**src/rtl/sd_data_ctrl.sv**
```systemverilog
// SD host DATA-path controller: sequences single/multi-block transfers between DMA, FIFO and
// the DATA phy, with a FIFO-wait timeout, CRC-status check and a sticky error flag.
module sd_data_ctrl #(
    parameter int unsigned BLK_CNT_W = 8,
    parameter int unsigned TIMEOUT_W = 16
) (
    input  logic                 CLK,
    input  logic                 RESET,
    input  logic                 writeRead_Regs_DATA,
    input  logic [BLK_CNT_W-1:0] blockCount_Regs_DATA,
    input  logic                 multipleData_Regs_DATA,
    input  logic                 timeout_Enable_Regs_DATA,
    input  logic [TIMEOUT_W-1:0] timeout_Reg_Regs_DATA,
    input  logic                 new_DAT_DMA_DATA,
    input  logic                 serial_Ready_Phy_DATA,
    input  logic                 timeout_Phy_DATA,
    input  logic                 complete_Phy_DATA,
    input  logic                 ack_IN_Phy_DATA,
    input  logic                 fifo_OK_FIFO_DATA,
    output logic                 writeRead_Phy_DATA,
    output logic                 timeout_Enable_Phy_DATA,
    output logic [TIMEOUT_W-1:0] timeout_Reg_Phy_DATA,
    output logic                 strobe_OUT_Phy_DATA,
    output logic                 ack_OUT_Phy_DATA,
    output logic [BLK_CNT_W-1:0] blocks_Done_DATA,
    output logic                 busy_DATA,
    output logic                 transfer_Complete_DATA_DMA,
    output logic                 error_DATA
);

    typedef enum logic [2:0] {
        StIdle,
        StSetup,
        StCheckFifo,
        StTransmit,
        StAck,
        StDone,
        StError
    } state_e;

    state_e               state_q;
    logic [BLK_CNT_W-1:0] total_q;
    logic [TIMEOUT_W-1:0] wait_q;
    logic                 crc_ok_q;
    logic [BLK_CNT_W-1:0] blocks_next;
    logic [BLK_CNT_W-1:0] total_next;

    always_comb begin
        blocks_next = blocks_Done_DATA + BLK_CNT_W'(1);
        // A zero block count in multi mode still moves one block.
        total_next  = (multipleData_Regs_DATA && (blockCount_Regs_DATA != '0)) ?
                      blockCount_Regs_DATA : BLK_CNT_W'(1);
    end

    always_ff @(posedge CLK) begin
        if (RESET) begin
            state_q                    <= StIdle;
            total_q                    <= '0;
            wait_q                     <= '0;
            crc_ok_q                   <= 1'b0;
            writeRead_Phy_DATA         <= 1'b0;
            timeout_Enable_Phy_DATA    <= 1'b0;
            timeout_Reg_Phy_DATA       <= '0;
            strobe_OUT_Phy_DATA        <= 1'b0;
            ack_OUT_Phy_DATA           <= 1'b0;
            blocks_Done_DATA           <= '0;
            busy_DATA                  <= 1'b0;
            transfer_Complete_DATA_DMA <= 1'b0;
            error_DATA                 <= 1'b0;
        end else begin
            strobe_OUT_Phy_DATA        <= 1'b0;
            transfer_Complete_DATA_DMA <= 1'b0;
            case (state_q)
                StIdle: begin
                    if (new_DAT_DMA_DATA) begin
                        state_q                 <= StSetup;
                        busy_DATA               <= 1'b1;
                        error_DATA              <= 1'b0;
                        blocks_Done_DATA        <= '0;
                        total_q                 <= total_next;
                        writeRead_Phy_DATA      <= writeRead_Regs_DATA;
                        timeout_Enable_Phy_DATA <= timeout_Enable_Regs_DATA;
                        timeout_Reg_Phy_DATA    <= timeout_Reg_Regs_DATA;
                    end
                end
                StSetup: begin
                    if (serial_Ready_Phy_DATA) begin
                        state_q <= StCheckFifo;
                        wait_q  <= '0;
                    end
                end
                StCheckFifo: begin
                    if (fifo_OK_FIFO_DATA) begin
                        state_q             <= StTransmit;
                        strobe_OUT_Phy_DATA <= 1'b1;
                    end else if (timeout_Enable_Phy_DATA && (wait_q == timeout_Reg_Phy_DATA)) begin
                        state_q    <= StError;
                        error_DATA <= 1'b1;
                    end else begin
                        wait_q <= wait_q + TIMEOUT_W'(1);
                    end
                end
                StTransmit: begin
                    if (timeout_Enable_Phy_DATA && timeout_Phy_DATA) begin
                        state_q    <= StError;
                        error_DATA <= 1'b1;
                    end else if (complete_Phy_DATA) begin
                        state_q          <= StAck;
                        ack_OUT_Phy_DATA <= 1'b1;
                        // CRC status only means something when the card received data.
                        crc_ok_q         <= ack_IN_Phy_DATA || !writeRead_Phy_DATA;
                    end
                end
                StAck: begin
                    if (!complete_Phy_DATA) begin
                        ack_OUT_Phy_DATA <= 1'b0;
                        if (!crc_ok_q) begin
                            state_q    <= StError;
                            error_DATA <= 1'b1;
                        end else begin
                            blocks_Done_DATA <= blocks_next;
                            if (blocks_next == total_q) begin
                                state_q                    <= StDone;
                                transfer_Complete_DATA_DMA <= 1'b1;
                            end else begin
                                state_q <= StCheckFifo;
                                wait_q  <= '0;
                            end
                        end
                    end
                end
                StDone, StError: begin
                    state_q   <= StIdle;
                    busy_DATA <= 1'b0;
                end
                default: begin
                    state_q   <= StIdle;
                    busy_DATA <= 1'b0;
                end
            endcase
        end
    end

endmodule

```
**config.mk**
```make
export PLATFORM = sky130hd
export DESIGN_NAME = sd_data_ctrl
export DESIGN_NICKNAME = d
export VERILOG_FILES = /design/src/rtl/sd_data_ctrl.sv
export SDC_FILE = /design/constraint.sdc
export NUM_CORES = 1
export LEC_CHECK = 0
export CAP_MARGIN = 20
export CORE_ASPECT_RATIO = 0.8
export CORE_UTILIZATION = 30
export DETAILED_ROUTE_END_ITERATION = 6
export PLACE_DENSITY_LB_ADDON = 0.25
export SLEW_MARGIN = 20
export SYNTH_ARGS = -nofsm -noshare
export SYNTH_HDL_FRONTEND = slang
export SYNTH_SLANG_ARGS = --single-unit
```
**constraint.sdc**
```tcl
create_clock -name CLK -period 2.85 [get_ports CLK]
set_clock_uncertainty 0.15 [all_clocks]
set_input_delay 0.285 -clock CLK [delete_from_list [all_inputs] [get_ports CLK]]
set_output_delay 0.285 -clock CLK [all_outputs]
set_load 0.02 [all_outputs]
```
==> summary.md <==
| Metric | Value |
|---|---|
| Combinational power share | `33.0%` |
| Launching element type of the critical path | `flop` |
| Crit path max fanout | `9` |
| Status | `finished, final reports clean` |
| Boundary Pins | `between 60 and 70` |
| PostCTS Resize Cnt | `0` |
| Max_cap viols | `0` |
| 1st-iter DRT viols | `approximately 150` |
| Worst Setup Path Type | `reg -> reg` |
| Post-synth EDFFs | `0` |
| Vias in the first global route | `2,831` |
| Sequential Power Share | `33.6%` |
| CP max-delay cell | `o31ai_1` |
| Via Count | `3,130` |
| Detailed Route WL | `about 8700 µm` |
| Internal power | `between 2000 and 2500 µW` |
| Worst IR Drop VDD | `between 0.0003 and 0.0004 V` |
| Total GRT Usage | `~17%` |
| Num CTS Buffers | `9` |
| Post-synth design cell area | `slightly above 0.003 mm²` |
| Antenna cells | `0` |
| CP top delay family | `compound AO/OA/AOI/OAI gates` |
| CTS root buf | `clkbuf_16` |
| Number of hold violations in the final report | `0` |
| Clock tree buffer depth | `2` |
| Share of cells above drive strength 1 | `9.05%` |
| Top cells by area, synth | `dfxtp_1, a21oi_1, nand2_1` |
| Final nets | `between 400 and 500` |
| P_sw | `approximately 1100 µW` |
| Pleak | `0.00165 µW` |
| CP Capture Type | `flop` |
| Worst path arrival time | `~2.7 ns` |
| # clock sinks | `59` |
| Tcrit/Tclk final | `between 90 and 100%` |
| Worst slack, placed | `between 0.2 and 0.3 ns` |
| CTS tree | `built` |
| Top_reg_cell synth | `dfxtp_1` |
| Cell variety after synth | `55` |
| Final-report setup violation count | `0` |
| Clk Latency, worst-skew pair | `~0.33 ns` |
| Initial core utilization | `31.6%` |
| First-pass GRT wire length | `14,000 µm` |
| Placed Area | `0.00394 mm²` |
| DRC violations left | `0` |
| Slew Viols, Final | `0` |
| Hold-fix buffers, CTS | `0` |
| Share of the synthesized area in the top cell type | `roughly 38%` |
| CP most frequent cell | `nor3_1` |
| Final non-filler cell area | `0.00422 mm²` |
| Power Density | `between 700 and 800 mW/mm²` |
| YS warnings | `0` |
| Most common cell after layout, fill and taps aside | `clkdlybuf4s50_1` |
| Minimum clock period after layout | `around 2.6 ns` |
| Post-CTS setup buffers | `0` |
| RSZ-0062 raised after global routing | `no` |
| Area leader, netlist | `dfxtp_1` |
| CP bufs+invs | `0` |
| Most frequent cells in the layout | `clkdlybuf4s50_1, nand2_1, dfxtp_1` |
| Rel. slew slack | `just under 50%` |
| Tot Pwr | `just over 3000 µW` |
| Total core area | `0.00985 mm²` |
| Port buffer count | `65` |
| Final HPWL DP | `approximately 6200 µm` |
| FMAX | `about 380 MHz` |
| Routed len/inst | `14.5 µm` |
| Initial antenna violation count | `0` |
| Crit path largest cell delay | `between 0.5 and 0.6 ns` |
| Die span in x | `116 µm` |
| H-tree depth | `3` |
| TritonRoute pass-1 iters | `4` |
| Clk pwr share | `roughly a third` |
| Largest net degree at the start of global routing | `44` |
| CP Cell Sequence | `ha_1 > xor2_1 > nor3_1 > o31ai_1 > nor3_1 > a22o_1 > a211o_1` |
| Synth Net Count | `about 430` |
| Die ar. | `roughly 0.011 mm²` |
| Via/cell ratio | `5.22` |
| Rows | `32` |
| CP required | `2.91 ns` |
| Post-route setup TNS | `0 ns` |
| Hold Crit Class | `reg -> reg` |
| Global route overflow | `0` |
| Die H | `slightly above 90 µm` |
| Cells after Synth | `just under 400` |
| Routed Antenna Nets | `0` |
| Worst-path clk slew | `~0.050 ns` |
| Layout area overhead | `35.5%` |
| Worst-margin pin slew | `between 0.7 and 0.8 ns` |
| Sw frac | `approximately a third` |
| Post-synth ARST share | `0%` |
| Final setup slack of the worst path | `approximately 0.22 ns` |
| Routability cong. | `between 0.8 and 0.9` |
| Syn_area_per_cell | `a little under 8 µm²` |
| Seq cells post-synth | `slightly below 60` |
| Register area share after synthesis | `between 30% and 40%` |
[kinds of logic after synthesis]
logic type / Yosys count / share of synthesized area [%]
DFF: 59 / 37.9
and+or+nand+nor: 173 / 28.3
buffers and inverters: 27 / 3.89
muxes: 3 / 1.04
AOI/OAI and AO/OA: 106 / 21.9
xor gates and xnor gates: 22 / 6.18
adders and majority gates: 2 / 0.803
[Yosys cell counts (2+ instances only)]
master	number
nand2_1	61
o211ai_1	4
buf_2	7
nand4_1	5
nor2_1	21
a21oi_2	2
nand3_1	21
a311oi_1	4
xor2_1	19
nand2b_1	5
nor4b_1	2
nor3_1	10
o21ai_0	12
o31ai_1	7
a211oi_1	4
nor2b_1	4
a21oi_1	46
inv_1	5
or4_1	3
dfxtp_1	59
mux2_2	2
or3_1	4
ha_1	2
a31oi_1	5
o211a_1	2
and3_1	15
nor4_1	6
and2_1	2
a21o_1	5
nand3b_1	4
o22ai_1	2
clkbuf_1	13
and4_1	2
a211o_1	4
xnor2_1	3
[worst min-delay path: stages (launching register included)]
cell and delay [ns]:
dfxtp_1 0.32, nand2_1 0.06, a21oi_1 0.05
[power groups by stage]
| stage | Sequential (µW) | Clock [µW] | Combinational [µW] |
|---|---|---|---|
| 2_1_floorplan | 1110 | 0 | 571 |
| 3_3_place_gp | 1060 | 0 | 1020 |
| 3_5_place_dp | 1060 | 0 | 1030 |
| 4_1_cts | 1050 | 1070 | 1030 |
| 5_1_grt | 1060 | 1100 | 1140 |
| 6_report | 1040 | 1040 | 1030 |
[path summary, 6_finish.rpt]
kind,startpoint,to,slack [ns],depth (start not counted)
setup / recovery,blocks_Done_DATA[0],wait_q[12],0.22,7
hold / removal,writeRead_Phy_DATA,writeRead_Phy_DATA,0.33,2
setup reg to reg,blocks_Done_DATA[0],wait_q[12],0.22,7
hold reg to reg,writeRead_Phy_DATA,writeRead_Phy_DATA,0.33,2
[registers in the layout, indices dropped and copies added, names as in the netlist, 3 cells and up]
name	flops
state_q	3
blocks_Done_DATA	8
total_q	8
wait_q	16
timeout_Reg_Phy_DATA	16
[cell type report]
class	instances	area (µm²)
clock buffers	9	225
clock inverters	6	57.6
fillers	1043	5630
flip-flops and latches	59	1180
well taps	136	170
repair buffers	79	756
inverters	5	18.8
multi-input cells	306	1810
[per-layer routing]
metal  wire [µm]  global-route usage (%)  vias to the layer above
met5           0                       0                        -
met2        3440                    23.4                       86
met3         468                    4.54                       11
met1        4640                    24.5                     1448
met4         143                    6.52                        0
li1            -                       -                     1585
[per-stage QoR]
step | utilization [%] | cells | hold slack, ns
3_3_place_gp | 40.0 | 585 | 0.309
4_1_cts | 42.9 | 600 | 0.329
6_report | 42.9 | 600 | 0.326
5_1_grt | 42.9 | 600 | 0.347
3_5_place_dp | 40.0 | 585 | 0.319
2_1_floorplan | - | 392 | 0.271
Power figures use the tool's default switching activity.
